`config.mk`:
```
export PLATFORM = sky130hd
export DESIGN_NAME = stack_alu_sequencer_flat
export DESIGN_NICKNAME = d
export VERILOG_FILES = /design/src/rtl/stack_pkg.sv /design/src/rtl/stack_alu_sequencer_if.sv /design/src/rtl/operand_stack.sv /design/src/rtl/stack_alu_sequencer.sv /design/src/flat_wrapper.sv
export SDC_FILE = /design/constraint.sdc
export NUM_CORES = 1
export LEC_CHECK = 0
export BUFFER_PORTS_ARGS = -buffer_cell sky130_fd_sc_hd__buf_2
export CAP_MARGIN = 20
export CORE_ASPECT_RATIO = 0.75
export CORE_UTILIZATION = 40
export CTS_CLUSTER_SIZE = 40
export DETAILED_ROUTE_END_ITERATION = 10
export PLACE_DENSITY = 0.69
export RECOVER_POWER = 25
export SLEW_MARGIN = 20
export SYNTH_ARGS = -nofsm -noshare
export SYNTH_HDL_FRONTEND = slang
export SYNTH_HIERARCHICAL = 1
export SYNTH_SLANG_ARGS = --single-unit
```
`constraint.sdc`:
```
create_clock -name clk -period 8.2 [get_ports clk]
set_input_delay 1.23 -clock clk [delete_from_list [all_inputs] [get_ports clk]]
set_output_delay 1.23 -clock clk [all_outputs]
set_load 0.01 [all_outputs]
```
`src/rtl/stack_pkg.sv`:
```
// Shared opcode encodings (matching the external ALU) and sequencer state encodings.
package stack_pkg;

  localparam logic [3:0] OP_PUSH = 4'd1;
  localparam logic [3:0] OP_POP  = 4'd2;
  localparam logic [3:0] OP_ADD  = 4'd3;
  localparam logic [3:0] OP_OR   = 4'd4;
  localparam logic [3:0] OP_SUB  = 4'd5;
  localparam logic [3:0] OP_SLT  = 4'd6;
  localparam logic [3:0] OP_NOR  = 4'd7;
  localparam logic [3:0] OP_AND  = 4'd8;

  typedef enum logic [2:0] {
    S_IDLE,
    S_FETCH_B,
    S_FETCH_A,
    S_EXEC,
    S_WB
  } state_t;

  function automatic logic is_legal_op(input logic [3:0] op);
    return (op >= OP_PUSH) && (op <= OP_AND);
  endfunction

  function automatic logic is_alu_op(input logic [3:0] op);
    return (op >= OP_ADD) && (op <= OP_AND);
  endfunction

endpackage

```
`src/rtl/stack_alu_sequencer_if.sv`:
```
// Command/response bundle between a command source and the stack ALU sequencer.
interface stack_alu_sequencer_if #(
  parameter int DEPTH = 8,
  parameter int WIDTH = 32
);
  localparam int CW = $clog2(DEPTH) + 1;

  logic             cmd_valid;
  logic             cmd_ready;
  logic [3:0]       cmd_op;
  logic [WIDTH-1:0] cmd_data;
  logic             done;
  logic             err;
  logic [WIDTH-1:0] rd_data;
  logic             zero_flag;
  logic [CW-1:0]    depth;

  modport master (
    output cmd_valid, cmd_op, cmd_data,
    input  cmd_ready, done, err, rd_data, zero_flag, depth
  );

  modport slave (
    input  cmd_valid, cmd_op, cmd_data,
    output cmd_ready, done, err, rd_data, zero_flag, depth
  );

endinterface

```
`src/rtl/operand_stack.sv`:
```
// DEPTH x WIDTH register stack: push, pop, or merge (replace top two entries with one).
module operand_stack #(
  parameter int DEPTH = 8,
  parameter int WIDTH = 32
) (
  input  logic                       clk,
  input  logic                       reset_n,
  input  logic                       push,
  input  logic                       pop,
  input  logic                       merge,
  input  logic [WIDTH-1:0]           wdata,
  output logic [WIDTH-1:0]           top,
  output logic [WIDTH-1:0]           next,
  output logic [$clog2(DEPTH):0]     count
);
  localparam int PW = $clog2(DEPTH);

  logic [WIDTH-1:0] mem [DEPTH];
  logic [PW:0]      cnt;
  logic [PW-1:0]    top_idx;
  logic [PW-1:0]    next_idx;

  // Indices wrap modulo DEPTH; the caller never pops empty or pushes full.
  assign top_idx  = cnt[PW-1:0] - PW'(1);
  assign next_idx = cnt[PW-1:0] - PW'(2);
  assign top      = mem[top_idx];
  assign next     = mem[next_idx];
  assign count    = cnt;

  always_ff @(posedge clk) begin
    if (!reset_n) begin
      cnt <= '0;
    end else if (push) begin
      cnt <= cnt + (PW+1)'(1);
    end else if (pop || merge) begin
      cnt <= cnt - (PW+1)'(1);
    end
  end

  always_ff @(posedge clk) begin
    if (push) begin
      mem[cnt[PW-1:0]] <= wdata;
    end else if (merge) begin
      mem[next_idx] <= wdata;
    end
  end

endmodule

```
`src/rtl/stack_alu_sequencer.sv`:
```
// Sequences stack commands: PUSH/POP directly, binary ops through an external ALU.
module stack_alu_sequencer
  import stack_pkg::*;
#(
  parameter int DEPTH = 8,
  parameter int WIDTH = 32
) (
  input  logic                 clk,
  input  logic                 reset_n,
  stack_alu_sequencer_if.slave bus,
  output logic [WIDTH-1:0]     alu_a,
  output logic [WIDTH-1:0]     alu_b,
  output logic [3:0]           alu_op,
  input  logic [WIDTH-1:0]     alu_result,
  input  logic                 alu_zero
);
  localparam int            CW   = $clog2(DEPTH) + 1;
  localparam logic [CW-1:0] FULL = CW'(DEPTH);

  state_t           state, state_nxt;
  logic [CW-1:0]    cnt;
  logic [WIDTH-1:0] stk_top, stk_next, wdata;
  logic [WIDTH-1:0] rd_q;
  logic             zero_q;
  logic [3:0]       op_q;
  logic             err_q;
  logic             accept, cmd_err, push_en, pop_en, merge_en;

  assign accept = bus.cmd_valid && bus.cmd_ready;

  always_comb begin
    cmd_err = 1'b0;
    if (!is_legal_op(bus.cmd_op))     cmd_err = 1'b1;
    else if (bus.cmd_op == OP_PUSH)   cmd_err = (cnt == FULL);
    else if (bus.cmd_op == OP_POP)    cmd_err = (cnt == '0);
    else                              cmd_err = (cnt < CW'(2));
  end

  // Stack updates land on the edge entering WB so depth is current while done is high.
  assign push_en  = accept && !cmd_err && (bus.cmd_op == OP_PUSH);
  assign pop_en   = accept && !cmd_err && (bus.cmd_op == OP_POP);
  assign merge_en = (state == S_EXEC);
  assign wdata    = merge_en ? alu_result : bus.cmd_data;

  operand_stack #(.DEPTH(DEPTH), .WIDTH(WIDTH)) u_stack (
    .clk     (clk),
    .reset_n (reset_n),
    .push    (push_en),
    .pop     (pop_en),
    .merge   (merge_en),
    .wdata   (wdata),
    .top     (stk_top),
    .next    (stk_next),
    .count   (cnt)
  );

  always_comb begin
    state_nxt = state;
    unique case (state)
      S_IDLE:    if (accept) state_nxt = (cmd_err || !is_alu_op(bus.cmd_op)) ? S_WB : S_FETCH_B;
      S_FETCH_B: state_nxt = S_FETCH_A;
      S_FETCH_A: state_nxt = S_EXEC;
      S_EXEC:    state_nxt = S_WB;
      S_WB:      state_nxt = S_IDLE;
      default:   state_nxt = S_IDLE;
    endcase
  end

  always_ff @(posedge clk) begin
    if (!reset_n) state <= S_IDLE;
    else          state <= state_nxt;
  end

  always_ff @(posedge clk) begin
    if (!reset_n) begin
      op_q   <= '0;
      err_q  <= 1'b0;
      alu_a  <= '0;
      alu_b  <= '0;
      rd_q   <= '0;
      zero_q <= 1'b0;
    end else begin
      if (accept) begin
        op_q  <= bus.cmd_op;
        err_q <= cmd_err;
      end
      if (pop_en)              rd_q  <= stk_top;
      if (state == S_FETCH_B)  alu_b <= stk_top;
      if (state == S_FETCH_A)  alu_a <= stk_next;
      if (state == S_EXEC) begin
        rd_q   <= alu_result;
        zero_q <= alu_zero;
      end
    end
  end

  assign bus.cmd_ready = (state == S_IDLE) && reset_n;
  assign bus.done      = (state == S_WB);
  assign bus.err       = (state == S_WB) && err_q;
  assign bus.rd_data   = rd_q;
  assign bus.zero_flag = zero_q;
  assign bus.depth     = cnt;
  assign alu_op        = (state == S_EXEC) ? op_q : 4'd0;

endmodule

```
`src/flat_wrapper.sv`:
```
// flat-port wrapper written by rule: the top's interface ports become plain ports
module stack_alu_sequencer_flat import stack_pkg::*;
#(
  parameter int DEPTH = 8,
  parameter int WIDTH = 32
)
  (clk, reset_n, alu_a, alu_b, alu_op, alu_result, alu_zero, bus_cmd_valid, bus_cmd_op, bus_cmd_data, bus_cmd_ready, bus_done, bus_err, bus_rd_data, bus_zero_flag, bus_depth);
  stack_alu_sequencer_if #(.DEPTH(DEPTH), .WIDTH(WIDTH)) bus_i ();
  input  logic clk;
  input  logic reset_n;
  output logic [WIDTH-1:0] alu_a;
  output logic [WIDTH-1:0] alu_b;
  output logic [3:0] alu_op;
  input  logic [WIDTH-1:0] alu_result;
  input  logic alu_zero;
  input wire logic [$bits(bus_i.cmd_valid)-1:0] bus_cmd_valid;
  input wire logic [$bits(bus_i.cmd_op)-1:0] bus_cmd_op;
  input wire logic [$bits(bus_i.cmd_data)-1:0] bus_cmd_data;
  output wire logic [$bits(bus_i.cmd_ready)-1:0] bus_cmd_ready;
  output wire logic [$bits(bus_i.done)-1:0] bus_done;
  output wire logic [$bits(bus_i.err)-1:0] bus_err;
  output wire logic [$bits(bus_i.rd_data)-1:0] bus_rd_data;
  output wire logic [$bits(bus_i.zero_flag)-1:0] bus_zero_flag;
  output wire logic [$bits(bus_i.depth)-1:0] bus_depth;
  assign bus_i.cmd_valid = bus_cmd_valid;
  assign bus_i.cmd_op = bus_cmd_op;
  assign bus_i.cmd_data = bus_cmd_data;
  assign bus_cmd_ready = bus_i.cmd_ready;
  assign bus_done = bus_i.done;
  assign bus_err = bus_i.err;
  assign bus_rd_data = bus_i.rd_data;
  assign bus_zero_flag = bus_i.zero_flag;
  assign bus_depth = bus_i.depth;
  stack_alu_sequencer #(.DEPTH(DEPTH), .WIDTH(WIDTH)) u_core (.clk(clk), .reset_n(reset_n), .bus(bus_i), .alu_a(alu_a), .alu_b(alu_b), .alu_op(alu_op), .alu_result(alu_result), .alu_zero(alu_zero));
endmodule
```
=== Word-level counts from Yosys, hierarchy flattened ===
Memory sizes are Yosys's and may differ from the RTL's. A register that Yosys moved wholly into a read port is not among the register bits.
Index checks and enable logic that the tools add are counted.

* Add/subtract/negate cells: 4
* Multipliers: 0
* Divide/modulo/power cells: 0
* Order comparisons: 4
* Eq/ne operators: 8
* Shifts and indexed selects: 0
* Muxes and demuxes: 20
* Bitwise gates (word level): 0
* Reductions and logical operators: 18

{| class="wikitable"
|+ Operators with widths
! cell !! count
|-
| two-way mux 32 bit || 4
|-
| OR reduction 32 bit || 1
|-
| two-way mux 4 bit || 3
|-
| one-hot mux 3 bit (4 select lines) || 1
|-
| two-way mux 1 bit || 9
|-
| two-way mux 3 bit || 3
|-
| logical AND 1 bit || 8
|-
| == test 3 x 2 -> 1 bit (second input constant) || 2
|-
| adder 4 x 1 -> 4 bit (second input constant) || 1
|-
| == test 4 x 1 -> 1 bit (second input constant) || 1
|-
| == test 4 x 2 -> 1 bit (second input constant) || 1
|-
| == test 4 bit (second input constant) || 1
|-
| greater-or-equal comparator 4 x 1 -> 1 bit (second input constant) || 1
|-
| greater-or-equal comparator 4 x 2 -> 1 bit (second input constant) || 1
|-
| <= comparator 4 bit (second input constant) || 1
|-
| zero test 4 bit || 1
|-
| less-than comparator 4 x 2 -> 1 bit (second input constant) || 1
|-
| nonzero test 2 bit || 2
|-
| subtractor 4 x 1 -> 4 bit (second input constant) || 1
|-
| == test 3 x 1 -> 1 bit (second input constant) || 1
|-
| == test 3 bit (second input constant) || 1
|-
| zero test 1 bit || 3
|-
| zero test 3 bit || 1
|-
| subtractor 3 x 1 -> 3 bit (second input constant) || 1
|-
| other kinds (3) || 4
|}

* Bits in registers: 77
* Latch bits: 0
* Memory bits (writable): 256
* ROM bits: 0
* Bits of input ports: 72
* Output and inout bits: 108
* Logic and storage cells: 62
* Memories: 1

{| class="wikitable"
|+ Memories
! memory !! words !! bits a word !! read ports !! clocked after Yosys merged registers in !! wr ports !! line !! text
|-
| u_core.u_stack.mem || 8 || 32 || 2 || 1 || 1 || operand_stack.sv:18 || <nowiki>logic [WIDTH-1:0] mem [DEPTH];</nowiki>
|}

=== Logic depth before layout (Yosys ltp) ===
* Word-level depth: 11
* Depth in mapped cells: 12
* Gate-level depth less buffers: 9

=== Modules after synthesis ===
Netlist, hierarchy kept.

{| class="wikitable"
|+ By module, submodules not included
! module !! instances !! cells an instance !! area each (um^2) !! seq. area each (um^2)
|-
| operand_stack || 1 || 535 || 11911.4 || 7767.4
|-
| stack_alu_sequencer || 1 || 626 || 4710.8 || 2102.0
|}

=== Worst setup path after synthesis ===
No wires, ideal clock.

* Path type: input-to-reg
* From: input port bus_cmd_op[3]
* To: memory u_core.u_stack.mem[5][0], enable pin
* Arrival: 5.095 ns
* Required time: 7.732 ns
* Path slack: 2.637 ns
* Stages: 7
* Path buffers: 1
* Cell sequence: nor4b_2 -> xor2_1 -> o21ai_0 -> nor4b_1 -> clkbuf_1 -> a21oi_1 -> nor3b_1

* Longest elaborated chain between the ends: 11
* Elaborated cells between the ends (all ways): 18
* Those cells by class: order compare: 2; eq/ne: 2; mux: 9; reduce/logical: 5

{| class="wikitable"
|+ Ends and longest elaborated chain
! what !! line !! text
|-
| start: declaration || flat_wrapper.sv:17 || <nowiki>input wire logic [$bits(bus_i.cmd_op)-1:0] bus_cmd_op;</nowiki>
|-
| == test 4 x 2 -> 1 bit || stack_alu_sequencer.sv:35 || <nowiki>else if (bus.cmd_op == OP_POP) cmd_err = (cnt == '0);</nowiki>
|-
| two-way mux 1 bit || stack_alu_sequencer.sv:35 ||
|-
| two-way mux 1 bit || stack_alu_sequencer.sv:34 || <nowiki>else if (bus.cmd_op == OP_PUSH) cmd_err = (cnt == FULL);</nowiki>
|-
| two-way mux 1 bit || stack_alu_sequencer.sv:33 || <nowiki>if (!is_legal_op(bus.cmd_op)) cmd_err = 1'b1;</nowiki>
|-
| zero test 1 bit || stack_alu_sequencer.sv:40 || <nowiki>assign push_en = accept && !cmd_err && (bus.cmd_op == OP_PUSH);</nowiki>
|-
| logical AND 1 bit || stack_alu_sequencer.sv:40 ||
|-
| logical AND 1 bit (*) || stack_alu_sequencer.sv:40 ||
|-
| net u_core.push_en || stack_alu_sequencer.sv:27 || <nowiki>logic accept, cmd_err, push_en, pop_en, merge_en;</nowiki>
|-
| two-way mux 1 bit || operand_stack.sv:41 || <nowiki>if (push) begin</nowiki>
|-
| two-way mux 1 bit (not written as such) || operand_stack.sv:44 || <nowiki>mem[next_idx] <= wdata;</nowiki>
|-
| OR reduction 32 bit (no source line) || n/a ||
|-
| two-way mux 3 bit (no source line) / two-way mux 1 bit (equally long branches) || n/a ||
|-
| end: declaration || operand_stack.sv:18 ||
|}

Mark *: on every way through the listed nets, which the timed path passes. The rest lies on a longest branch.

=== Final worst setup path ===
* From: input port reset_n
* To: memory u_core.u_stack.mem[1][29], enable pin

* Longest elaborated chain between the ends: 8
* Elaborated cells between the ends (all ways): 11
* Those cells by class: mux: 6; reduce/logical: 5

{| class="wikitable"
|+ Ends and longest elaborated chain
! what !! line !! text
|-
| start: declaration || flat_wrapper.sv:10 || <nowiki>input logic reset_n;</nowiki>
|-
| logical AND 1 bit (*) || stack_alu_sequencer.sv:97 || <nowiki>assign bus.cmd_ready = (state == S_IDLE) && reset_n;</nowiki>
|-
| logical AND 1 bit (*) || stack_alu_sequencer.sv:29 || <nowiki>assign accept = bus.cmd_valid && bus.cmd_ready;</nowiki>
|-
| logical AND 1 bit (*) (2 in series) || stack_alu_sequencer.sv:40 ||
|-
| net u_core.push_en || stack_alu_sequencer.sv:27 ||
|-
| two-way mux 1 bit || operand_stack.sv:41 ||
|-
| two-way mux 1 bit (not written as such) || operand_stack.sv:44 ||
|-
| OR reduction 32 bit (no source line) || n/a ||
|-
| two-way mux 3 bit (no source line) / two-way mux 1 bit (equally long branches) || n/a ||
|}

Marked as above.

==> metrics.md <==
| Metric | Value |
|---|---|
| Worst min-delay path category | `register to register` |
| Antenna violation net count after detailed routing | `0` |
| Predominant post-synthesis flop cell | `sky130_fd_sc_hd__edfxtp_1` |
| Average wire per standard cell | `~23 um` |
| Worst endpoint data arrival time | `5.78 ns` |
| P per Cell Area | `197 nW/um2` |
| Max Fanout on Critical Path | `48` |
| Drt pass-1 iters | `5` |
| Initial DRC count | `between 700 and 800` |
| Placeable Area | `~41000 um2` |
| Port-buffer cells | `179` |
| # H-tree levels | `2` |
| Final setup viols | `0` |
| Filler Cell Count | `between 3000 and 4000` |
| Cell type contributing the most total cell area after synthesis | `sky130_fd_sc_hd__edfxtp_1` |
| Part of the Yosys area used for sequential elements | `0.594` |
| Worst Tran Pin Value | `~3.5 ns` |
| Data required time of the worst path | `8.37 ns` |
| Total count of hold-check failures in the final report | `0` |
| Violations in the final reports | `max-capacitance violations, max-slew violations` |
| Number of DRC violations after detailed routing | `0` |
| Post-synthesis cell count | `1161` |
| Post-synth top cells | `sky130_fd_sc_hd__nand2_1 (294), sky130_fd_sc_hd__edfxtp_1 (256), sky130_fd_sc_hd__mux4_2 (128)` |
| Post-layout instance area | `19100 um2` |
| Final HPWL from detailed placement | `27100 um` |
| Total vias in the final route | `10500` |
| Grt ovf | `0` |
| Number of standard cells in the final layout excluding fillers | `1867` |
| RSZ-0062 raised after global routing | `no` |
| Die X-Extent | `237 um` |
| Post-cts gate resize count | `0` |
| Clock Skews | `0.0341 ns` |
| Sum Neg Setup Slack | `0 ns` |
| Height of the die | `~180 um` |
| Static Leakage | `0.00644 uW` |
| Largest cells by area after synthesis | `sky130_fd_sc_hd__edfxtp_1 (46%), sky130_fd_sc_hd__mux4_2 (17%), sky130_fd_sc_hd__dfxtp_1 (13%)` |
| Normalized max-slew margin | `-1.35` |
| Number of maximum-capacitance violations | `3` |
| Number of flip-flops and latches in the synthesized netlist | `365` |
| Outcome | `finished, violations left` |
| Period utilisation layout | `0.684` |
| Placed Area | `17900 um2` |
| Number of buffers inserted by post-CTS setup repair | `0` |
| Number of antenna violations at the first check in global routing | `1` |
| Leading cell type by number of instances after synthesis | `sky130_fd_sc_hd__nand2_1` |
| FFs w/ async S/R, synth | `0` |
| Clock tree from TritonCTS | `yes` |
| Area grow syn2layout | `15.2%` |
| Row Count | `64` |
| Number of different library cells in the post-synthesis netlist | `46` |
| Maximum operating frequency | `around 180 MHz` |
| Fraction of final layout cells with drive strength greater than 1 | `0.365` |
| Maximum number of pins on one net before global-route repair | `83` |
| Latest clock arrival within the worst-skew pair | `~0.54 ns` |
| Routed Wire Length | `between 40000 and 50000 um` |
| GRT Overall Usage | `0.202` |
| Setup crit end kind | `register` |
| Post-route core utilization | `0.469` |
| Type of the worst setup path | `primary input to register` |
| Synthesis warning total | `6` |
| Syn Area/Cell | `14.3 um2` |
| First-pass GRT wire length | `64200 um` |
| Number of enable flip-flop cells after synthesis | `around 260` |
| Total count of max-transition violations in the final report | `171` |
| Number of buffers inserted by hold repair at cts | `0` |
| CTS Buf Count | `38` |
| Via count of the first global-routing pass | `10300` |
| Synthesized netlist net count | `1237` |
| Synth top area share | `0.462` |
| Post-Syn Area | `16600 um2` |
| Antenna Diode Count | `0` |
| Die Area | `approximately 42000 um2` |
| Top-level I/O count | `180` |
| Clock slew at reported path FFs | `~0.06 ns` |
| CTS root buffer | `sky130_fd_sc_hd__clkbuf_16` |
| Min Clock Period, post-route | `5.61 ns` |
| Placed Cells incl. Taps | `1799` |
| Total Power | `approximately 3800 uW` |
| Routability-driven placement congestion ratio | `0.799` |
| Number of clock sinks | `about 370` |
| Layout Nets | `1387` |
| Ratio of routed vias to standard cells | `between 5 and 6` |
| Kind of start point of the critical path | `primary input` |
| Worst-case vdd ir drop | `119 uV` |
| Starting density of the core | `0.407` |
| Clock buffer depth | `3` |
-- area by class of cell --
type,count,area [um2],area share
Clock buffer,50,1060,0.0554
Inverter,5,21.3,0.00111
Tap cell,528,661,0.0345
Timing Repair Buffer,197,1030,0.0538
Clock inverter,18,168,0.00876
Multi-Input combinational cell,704,6320,0.330
Sequential cell,365,9880,0.516
-- cell families after synthesis --
group / Yosys count / share of synthesized area
flops: 365 / 0.594
simple gates: 339 / 0.0854
mux: 194 / 0.218
compound gates: 160 / 0.0669
buf+inv: 92 / 0.0288
xor+xnor: 7 / 0.00369
fa+ha+maj: 4 / 0.00346
-- final timing paths --
path	from	end	slack (ns)	cells after the start
max reg2reg	u_core/state[1]	u_core/u_stack/mem[1][29]	2.65	7
min reg2reg	u_core/bus.rd_data[10]	u_core/bus.rd_data[10]	0.46	2
max	reset_n	u_core/u_stack/mem[1][29]	2.59	9
min	u_core/bus.rd_data[10]	u_core/bus.rd_data[10]	0.46	2
-- worst max-delay path: stages --
cell,delay [ns]
sky130_fd_sc_hd__clkbuf_1,1.29
sky130_fd_sc_hd__nor4b_1,0.54
sky130_fd_sc_hd__and2_0,0.45
sky130_fd_sc_hd__nand2_1,0.10
sky130_fd_sc_hd__nor4b_1,0.31
sky130_fd_sc_hd__buf_4,0.24
sky130_fd_sc_hd__a21oi_1,0.17
sky130_fd_sc_hd__nor3_2,0.89
sky130_fd_sc_hd__buf_4,0.53
-- metrics by stage --
stage | hold slack [ns] | worst slack, ns
4_1_cts | 0.461 | 3.91
6_report | 0.460 | 2.59
3_5_place_dp | 0.450 | 3.45
3_3_place_gp | 0.444 | 3.57
2_1_floorplan | 0.439 | 2.64
5_1_grt | 0.481 | 2.21
-- cell usage in the layout (no fill, tap or decap), types with 3 or more instances in the layout --
master,count
sky130_fd_sc_hd__nand2_1,294
sky130_fd_sc_hd__edfxtp_1,256
sky130_fd_sc_hd__buf_2,178
sky130_fd_sc_hd__mux4_2,128
sky130_fd_sc_hd__dfxtp_1,106
sky130_fd_sc_hd__a21boi_0,69
sky130_fd_sc_hd__mux2_2,63
sky130_fd_sc_hd__clkbuf_16,40
sky130_fd_sc_hd__o21ai_0,34
sky130_fd_sc_hd__a21oi_2,20
sky130_fd_sc_hd__a31oi_1,17
sky130_fd_sc_hd__buf_4,14
sky130_fd_sc_hd__a21oi_1,13
sky130_fd_sc_hd__clkbuf_1,9
sky130_fd_sc_hd__and2_1,7
sky130_fd_sc_hd__clkinv_2,6
sky130_fd_sc_hd__inv_6,4
sky130_fd_sc_hd__nor3b_2,4
sky130_fd_sc_hd__and2_2,4
sky130_fd_sc_hd__nand3b_1,3
sky130_fd_sc_hd__xor2_1,3
sky130_fd_sc_hd__nor3_1,3
sky130_fd_sc_hd__xnor2_1,3
sky130_fd_sc_hd__nor3b_1,3
sky130_fd_sc_hd__nor2_1,3
sky130_fd_sc_hd__or3b_2,3
sky130_fd_sc_hd__inv_1,3
sky130_fd_sc_hd__mux2i_1,3
-- layer usage --
layer	vias to the layer above	share of wire	track usage
met5	-	0	0
met4	0	0.018	0.0548
met3	53	0.070	0.0328
met2	432	0.47	0.322
met1	5298	0.44	0.288
li1	4680	-	-
-- sequential cells by signal, indices dropped and copies added, names as in the netlist --
| name | cells |
|---|---|
| u_core/bus.rd_data | 32 |
| u_core/alu_a | 32 |
| u_core/state | 3 |
| u_core/alu_b | 32 |
| u_core/u_stack/count | 4 |
| u_core/op_q | 4 |
| u_core/bus.zero_flag | 1 |
| u_core/u_stack/mem | 256 |
| u_core/err_q | 1 |
-- power breakdown --
| group | switching [uW] | internal (uW) | leakage [uW] |
|---|---|---|---|
| Combinational | 55.7 | 31.5 | 0.00265 |
| Clock | 726 | 985 | 0.000607 |
| Sequential | 2.44 | 1970 | 0.00318 |
Note: power is estimated with default switching activity, not from simulation.
